--- src/rtl/rr_arb_pkg.sv ---
// rtl/rr_arb_pkg.sv - shared state type, defaults and pointer wrap helper for rr_arbiter_n
package rr_arb_pkg;

  typedef enum logic {IDLE, GRANTED} rr_state_t;

  localparam int unsigned RR_N_DEFAULT        = 4;
  localparam int unsigned RR_MAX_HOLD_DEFAULT = 16;

  // Wraps at n, which need not be a power of two.
  function automatic int unsigned rr_wrap_inc(input int unsigned idx, input int unsigned n);
    return (idx + 32'd1 >= n) ? 32'd0 : idx + 32'd1;
  endfunction

endpackage

--- src/rtl/rr_priority_pick.sv ---
// rtl/rr_priority_pick.sv - combinational rotating-priority pick: first set req bit at or after ptr, wrapping at N
module rr_priority_pick #(
  parameter int unsigned N    = 4,
  parameter int unsigned IDXW = $clog2(N)
) (
  input  logic [N-1:0]    i_req,
  input  logic [IDXW-1:0] i_ptr,
  output logic [N-1:0]    o_onehot,
  output logic [IDXW-1:0] o_idx,
  output logic            o_any
);

  localparam logic [IDXW:0] W_N = (IDXW+1)'(N);

  logic [IDXW:0]   w_sum;
  logic [IDXW-1:0] w_cand;

  // Scan from the lowest priority back to the highest so the last hit wins.
  always_comb begin
    o_onehot = '0;
    o_idx    = '0;
    o_any    = 1'b0;
    w_sum    = '0;
    w_cand   = '0;
    for (int k = int'(N) - 1; k >= 0; k--) begin
      w_sum = {1'b0, i_ptr} + (IDXW+1)'(k);
      if (w_sum >= W_N) begin
        w_sum = w_sum - W_N;
      end
      w_cand = w_sum[IDXW-1:0];
      if (i_req[w_cand]) begin
        o_onehot         = '0;
        o_onehot[w_cand] = 1'b1;
        o_idx            = w_cand;
        o_any            = 1'b1;
      end
    end
  end

endmodule

--- src/rtl/rr_arbiter_n.sv ---
// rtl/rr_arbiter_n.sv - N-way round-robin arbiter with held one-hot grant and back-to-back re-arbitration
// Optional hold-timeout watchdog enabled by defining RR_TIMEOUT_EN.
module rr_arbiter_n
  import rr_arb_pkg::*;
#(
  parameter int unsigned N        = RR_N_DEFAULT,
  parameter int unsigned IDXW     = $clog2(N),
  parameter int unsigned MAX_HOLD = RR_MAX_HOLD_DEFAULT
) (
  input  logic            clk,
  input  logic            reset_n,
  input  logic            enable,
  input  logic [N-1:0]    req,
  input  logic            grant_ack,
  output logic [N-1:0]    grant_vector,
  output logic [IDXW-1:0] grant_index,
  output logic            grant_valid,
  output logic            timeout
);

  if (N < 2 || N > 32) begin : g_bad_n
    $error("rr_arbiter_n: N must be in 2..32");
  end
  if (MAX_HOLD < 1) begin : g_bad_hold
    $error("rr_arbiter_n: MAX_HOLD must be at least 1");
  end

  rr_state_t       r_state, w_state_nxt;
  logic [IDXW-1:0] r_ptr, w_ptr_nxt;
  logic [N-1:0]    r_vec, w_vec_nxt;
  logic [IDXW-1:0] r_idx, w_idx_nxt;
  logic            r_valid, w_valid_nxt;
  logic            r_timeout, w_timeout_nxt;

  logic [IDXW-1:0] w_ptr_inc;
  logic [IDXW-1:0] w_pick_ptr;
  logic [N-1:0]    w_pick_vec;
  logic [IDXW-1:0] w_pick_idx;
  logic            w_pick_any;
  logic            w_done;
  logic            w_revoke;

  assign w_ptr_inc  = IDXW'(rr_wrap_inc(32'(r_idx), N));
  // On completion the pick must already see the advanced pointer for a bubble-free handoff.
  assign w_pick_ptr = (r_state == GRANTED) ? w_ptr_inc : r_ptr;
  assign w_done     = (r_state == GRANTED) && (grant_ack || !req[r_idx]);

  rr_priority_pick #(
    .N    (N),
    .IDXW (IDXW)
  ) u_pick (
    .i_req    (req),
    .i_ptr    (w_pick_ptr),
    .o_onehot (w_pick_vec),
    .o_idx    (w_pick_idx),
    .o_any    (w_pick_any)
  );

`ifdef RR_TIMEOUT_EN
  localparam int unsigned HW = $clog2(MAX_HOLD) + 1;

  logic [HW-1:0] r_hold, w_hold_nxt;

  assign w_revoke = (r_state == GRANTED) && !w_done && (r_hold == HW'(MAX_HOLD - 1));

  always_ff @(posedge clk or negedge reset_n) begin
    if (!reset_n) begin
      r_hold <= '0;
    end else begin
      r_hold <= w_hold_nxt;
    end
  end

  always_comb begin
    w_hold_nxt = r_hold;
    if (r_state == IDLE) begin
      w_hold_nxt = '0;
    end else if (!w_done && !w_revoke) begin
      w_hold_nxt = r_hold + HW'(1);
    end else begin
      w_hold_nxt = '0;
    end
  end
`else
  assign w_revoke = 1'b0;
`endif

  always_ff @(posedge clk or negedge reset_n) begin
    if (!reset_n) begin
      r_state   <= IDLE;
      r_ptr     <= '0;
      r_vec     <= '0;
      r_idx     <= '0;
      r_valid   <= 1'b0;
      r_timeout <= 1'b0;
    end else begin
      r_state   <= w_state_nxt;
      r_ptr     <= w_ptr_nxt;
      r_vec     <= w_vec_nxt;
      r_idx     <= w_idx_nxt;
      r_valid   <= w_valid_nxt;
      r_timeout <= w_timeout_nxt;
    end
  end

  always_comb begin
    w_state_nxt   = r_state;
    w_ptr_nxt     = r_ptr;
    w_vec_nxt     = r_vec;
    w_idx_nxt     = r_idx;
    w_valid_nxt   = r_valid;
    w_timeout_nxt = 1'b0;
    case (r_state)
      IDLE: begin
        if (enable && w_pick_any) begin
          w_state_nxt = GRANTED;
          w_vec_nxt   = w_pick_vec;
          w_idx_nxt   = w_pick_idx;
          w_valid_nxt = 1'b1;
        end else begin
          w_vec_nxt   = '0;
          w_idx_nxt   = '0;
          w_valid_nxt = 1'b0;
        end
      end
      GRANTED: begin
        // A real completion wins over a same-edge watchdog expiry.
        if (w_done || w_revoke) begin
          w_ptr_nxt     = w_ptr_inc;
          w_timeout_nxt = w_revoke;
          if (enable && w_pick_any) begin
            w_vec_nxt   = w_pick_vec;
            w_idx_nxt   = w_pick_idx;
            w_valid_nxt = 1'b1;
          end else begin
            w_state_nxt = IDLE;
            w_vec_nxt   = '0;
            w_idx_nxt   = '0;
            w_valid_nxt = 1'b0;
          end
        end
      end
      default: begin
        w_state_nxt = IDLE;
        w_vec_nxt   = '0;
        w_idx_nxt   = '0;
        w_valid_nxt = 1'b0;
      end
    endcase
  end

  assign grant_vector = r_vec;
  assign grant_index  = r_idx;
  assign grant_valid  = r_valid;
  assign timeout      = r_timeout;

endmodule

--- config.mk ---
export PLATFORM = sky130hd
export DESIGN_NAME = rr_arbiter_n
export DESIGN_NICKNAME = d
export VERILOG_FILES = /design/src/rtl/rr_arb_pkg.sv /design/src/rtl/rr_priority_pick.sv /design/src/rtl/rr_arbiter_n.sv
export SDC_FILE = /design/constraint.sdc
export NUM_CORES = 1
export LEC_CHECK = 0
export BUFFER_PORTS_ARGS = -buffer_cell sky130_fd_sc_hd__buf_2
export CORE_MARGIN = 4
export CORE_UTILIZATION = 25
export CTS_CLUSTER_SIZE = 25
export DETAILED_ROUTE_END_ITERATION = 10
export GPL_TIMING_DRIVEN = 1
export PLACE_DENSITY_LB_ADDON = 0.3
export SLEW_MARGIN = 0
export SYNTH_ARGS = -nofsm -noshare
export SYNTH_HDL_FRONTEND = slang
export SYNTH_SLANG_ARGS = --single-unit
--- constraint.sdc ---
create_clock -name clk -period 2.9 [get_ports clk]
set_input_delay 0.145 -clock clk [delete_from_list [all_inputs] [get_ports clk]]
set_output_delay 0.145 -clock clk [all_outputs]
set_load 0.01 [all_outputs]
After elaboration in Yosys (flattened, before gate mapping). Index checks and enable logic that the tools add are counted. W data, S select, Z words.

$add $sub $neg: 8. Order comparisons: 14. Equal/unequal tests: 1. Mux-type cells: 47. Bitwise gates (word level): 1. Reduce and logical (&&, ||, !) cells: 9.

Operator list (number): $mux W2 (12); $mux W4 (6); $mux W1 (16); $lt A2 B3 Y1 const B (5); $ge A3 B3 Y1 const B (4); $bmux W1 S2 (5); $demux W1 S2 (4); $ge A2 B1 Y1 const B (4); $pmux W4 S2 (1); $sub A2 B1 Y2 const B (4); $add A2 B1 Y3 const B (2); $add A2 B2 Y3 const B (2); $logic_and A1 B1 Y1 (6); $pmux W1 S2 (2); $pmux W2 S2 (1); $ge A2 B3 Y1 const B (1); $ne A2 B1 Y1 const B (1); $reduce_and A2 Y1 (1); $logic_not A1 Y1 (1); $logic_or A1 B1 Y1 (1); $not A1 Y1 (1).

Bits in registers: 10. Input bits: 8. Output and inout port bits: 8. Word-level logic and storage cells: 85.

Depth between registers and ports, before layout.
Word-level depth: 18. Mapped depth: 9.

Hierarchy. Synthesis repeated with hierarchy kept, for this count alone.

Cell total of the unflattened synthesis: 127. Area, all modules: 1203.7 sq um.

By module, submodules not included: rr_priority_pick (instances 1, cells each 85, area each 683.2 sq um, sequential area each 0.0 sq um); rr_arbiter_n (instances 1, cells each 42, area each 520.5 sq um, sequential area each 250.2 sq um).

Least setup slack after synthesis. Ideal clock, no wire load.

Path kind: register to register. Start: reg r_idx[0], in the netlist grant_index[0]. End: reg r_vec[0], in the netlist grant_vector[0]. Library setup time: 131 ps. Data arrival time: 2477 ps. Required time: 2769 ps. Setup slack: 292 ps. Cell stages (with the launch flop): 10. Period minus slack after synthesis: 2608 ps. Path through: dfrtp_1 -> ha_1 -> nor3b_4 -> nor2_4 -> ha_1 -> and3_1 -> o21ai_0 -> a21boi_4 -> a2111oi_0 -> o21ai_1.

Longest elaborated chain between the ends: 18. Elaborated cells on any way between the ends: 65.

Ends and longest elaborated chain: from (decl) (line rr_arbiter_n.sv:31) `logic [IDXW-1:0] r_idx, w_idx_nxt;`; from (signal assigned) (line rr_arbiter_n.sv:100) `r_idx <= w_idx_nxt;`; $add A2 B1 Y3 (line rr_arb_pkg.sv:11) `return (idx + 32'd1 >= n) ? 32'd0 : idx + 32'd1;`; $ge A3 B3 Y1 (line rr_arb_pkg.sv:11); $mux W2 (line rr_arb_pkg.sv:11); $mux W2 (line rr_arbiter_n.sv:45) `assign w_pick_ptr = (r_state == GRANTED) ? w_ptr_inc : r_ptr;`; $add A2 B2 Y3 (line rr_priority_pick.sv:26) `w_sum = {1'b0, i_ptr} + (IDXW+1)'(k);`; $ge A3 B3 Y1 or $sub A2 B1 Y2 (tied branches) (line rr_priority_pick.sv:27, rr_priority_pick.sv:28); $mux W2 (line rr_priority_pick.sv:27) `if (w_sum >= W_N) begin`; $lt A2 B3 Y1 (implied by the code) or $ge A2 B1 Y1 (tied branches) (line rr_priority_pick.sv:33) `o_onehot[w_cand] = 1'b1;`; $logic_and A1 B1 Y1 (implied by the code) (line rr_priority_pick.sv:33); $mux W1 (implied by the code) (line rr_priority_pick.sv:33); $demux W1 S2; $mux W4 (4 in series) (line rr_priority_pick.sv:31) `if (i_req[w_cand]) begin`; $mux W4 (line rr_arbiter_n.sv:115, rr_arbiter_n.sv:131); $mux W4 (line rr_arbiter_n.sv:128) `if (w_done || w_revoke) begin`; $pmux W4 S2 (line rr_arbiter_n.sv:113) `case (r_state)`; to (signal assigned) (line rr_arbiter_n.sv:99) `r_vec <= w_vec_nxt;`; to (decl) (line rr_arbiter_n.sv:30) `logic [N-1:0] r_vec, w_vec_nxt;`.

Parallel ways exist; a longest one is shown, timed or not. The select of a mux whose other input is x is not followed. A chain may end at the register's enable or synchronous reset.

Worst setup path after layout.
Start: reg r_idx[1], in the netlist grant_index[1]. End: reg r_vec[3], in the netlist grant_vector[3].

The elaborated chain is that of the path after synthesis.

==> flow_summary.toml <==
[status]
status = "finished, final reports clean"

[timing]
finalWorstPathRequiredPeriod_ns = 2.773
finalSetupViolations = 0
rsz0062_at_grt = "no"
tightest_slew_ns = 0.6485
fin_tns_setup_ns = 0
timing.final.crit_share_pct = 95.60
timing.fmax_mhz = 360.7
finClkSkew_ns = 0.005389
drv_slew = 0
hold_viol_final = 0
whs_ns = 0.2459
slew_headroom_pct = 56.20

[route]
wl_per_cell_um = 13.50
wl_met1_um = 905
met3_wirelength_um = 76
vias = 784
top_layer = "met3"
final_antenna_net_count = 0
via_per_inst = 4.962
drt_pass1_iterations = 4
met2_length_mm = 1.151
drc = 0
totalWireLength_mm = 2.133
drtIter0Drc = 24

[clock_tree]
clock_latency_ns = 0.26
cts_tree = "built"
cts.sinks = 10
clk_pin_slew_ns = 0.06
cts_setup_buffers = 0
ctsRootBufferMaster = "clkbuf_4"
htreeDepth = 1
cts_buffer_depth = 2
cts_buffers = 3

[synth]
ys_types = 34
ys_seq_elements = 10
syn_nets = 107
yosys_warnings = 0
synth-seq-area-share_pct = 29.11
syn_inst = 94
avgSynthCellArea_um2 = 9.144
netlist_area_um2 = 859.6

[cells_and_area]
insertedDiodeCount = 0
final_cell_mix = "buf_2, o21ai_0, dfrtp_1"
syn_to_final_growth_pct = 20.67
layout_commonest_cell = "buf_2"
fin_nets = 127
drive_gt1_share_pct = 27.68

[flow_run]
maxCapViolations = 0

[floorplan]
die_h_um = 66.64
rows = 21
initial_core_util_pct = 25.76
dieArea_um2 = 4440
io_pins = 16
core_area_um2 = 3337
die_w_um = 66.64

[power_and_ir_drop]
peakVddDrop_mv = 0.1941
power_density_nw_per_um2 = 945.4
p_leak_nw = 0.4560

[global_route]
antenna_found_initial = 0
grt_max_degree = 12
grt_pass1_wl_mm = 3.594
overflow = 0
grt_pass1_vias = 800
grt_usage_pct = 10.59

[placed_design]
portBuffers = 14
gp_congestion = 0.7903
dp_hpwl_mm = 1.687

[worst_setup_path]
worstSetupStartpointType = "flip-flop"
critPathMaxFanout = 9
worstSetupPathType = "flip-flop to flip-flop"
worstPathArrival_ns = 2.91
cp-end-kind = "flip-flop"
required_ns = 3.03

[hold_path]
hold_class = "input pin to flip-flop"
[layout make-up]
| class | count | area [um2] |
|---|---|---|
| Inverter | 7 | 28.78 |
| Tap cell | 46 | 57.56 |
| Fill cell | 365 | 2300 |
| Clock buffer | 3 | 22.52 |
| Timing Repair Buffer | 17 | 95.09 |
| Sequential cell | 10 | 250.2 |
| Multi-Input combinational cell | 75 | 583.1 |
[critical path: stages (launching register included)]
cell       delay, ns
dfrtp_1         0.41
ha_1            0.24
nor3b_4         0.30
nor2_4          0.12
ha_1            0.39
and3_1          0.19
o21ai_0         0.28
a21boi_4        0.12
a2111oi_0       0.51
o21ai_1         0.10
[stage by stage]
step	cell area [um2]	setup slack (ns)	power, mW	util, %	instances
2_1_floorplan	859.6	0.2921	0.6705	-	94
3_3_place_gp	991.0	0.1762	0.8346	29.70	154
3_5_place_dp	991.0	0.009829	0.8500	29.70	154
4_1_cts	1023	0.002189	0.9473	30.67	158
5_1_grt	1037	0.002223	1.077	31.08	158
6_report	1037	0.1275	0.9806	31.08	158
[Yosys cell counts]
master / count / area, um2
nor2_1: 4 / 15.01
nor2b_1: 1 / 6.260
a211o_1: 1 / 8.760
buf_4: 1 / 7.510
inv_1: 6 / 22.52
a2111oi_0: 4 / 35.03
and2_1: 3 / 18.77
a21o_1: 1 / 7.510
conb_1: 1 / 3.750
nor3b_1: 4 / 30.03
mux4_1: 1 / 26.28
nor3b_4: 1 / 18.77
nor3_1: 5 / 25.02
clkbuf_1: 1 / 3.750
ha_1: 5 / 62.56
dfrtp_1: 10 / 250.2
o21ai_0: 11 / 55.05
a21oi_1: 4 / 20.02
nand2b_1: 1 / 6.260
o41ai_1: 1 / 8.760
mux4_2: 2 / 45.04
o211ai_1: 1 / 7.510
and3_1: 2 / 12.51
or4_1: 1 / 7.510
a21boi_4: 1 / 18.77
nor2_4: 1 / 11.26
mux2_2: 3 / 33.78
and2_2: 1 / 7.510
nand3_1: 1 / 5.000
and2_0: 1 / 6.260
o21ai_1: 4 / 20.02
nand2_1: 7 / 26.28
inv_4: 1 / 6.260
mux2i_1: 2 / 20.02
[cells by family after synthesis]
logic type                 share of synthesized area [%]
buffers and inverters                              4.658
and+or+nand+nor                                    22.85
adders and majority gates                          7.278
AOI/OAI and AO/OA                                  21.11
other                                             0.4363
DFF                                                29.11
muxes                                              14.56
[final timing paths]
| check | slack (ns) | to | depth (start not counted) | startpoint |
|---|---|---|---|---|
| hold reg to reg | 0.48 | grant_valid | 1 | grant_valid |
| hold / removal | 0.25 | r_state | 3 | enable |
| setup reg to reg | 0.13 | grant_vector[3] | 9 | grant_index[1] |
| min in group asynchronous | 0.28 | grant_vector[2] | 2 | reset_n |
| setup / recovery | 0.13 | grant_vector[3] | 9 | grant_index[1] |
| max in group asynchronous | 2.43 | grant_index[1] | 2 | reset_n |
[power by group]
part | switching, mW | leakage (nW) | total (mW) | internal (mW)
clock | 0.0430 | 0.0138 | 0.0908 | 0.0477
combinational | 0.385 | 0.317 | 0.679 | 0.294
sequential | 0.0260 | 0.126 | 0.211 | 0.185
[registers in the layout (all words and copies together), names as in the netlist]
register	flops
r_state	1
grant_index	2
grant_valid	1
r_ptr	2
grant_vector	4
[repair_timing]
item,4_1_cts,5_1_grt
hold buffers,1,0
setup endpoints to repair,0,3
endpoints found under the hold margin,10,0
resized for setup,0,6
[metal layers]
metal  up-vias  track usage [%]
li1        384                -
met1       376            12.60
met2        24            18.32
met3         0            3.035
met4         0            3.046
met5         -                0
No activity file was read; power rests on OpenSTA's default activity.
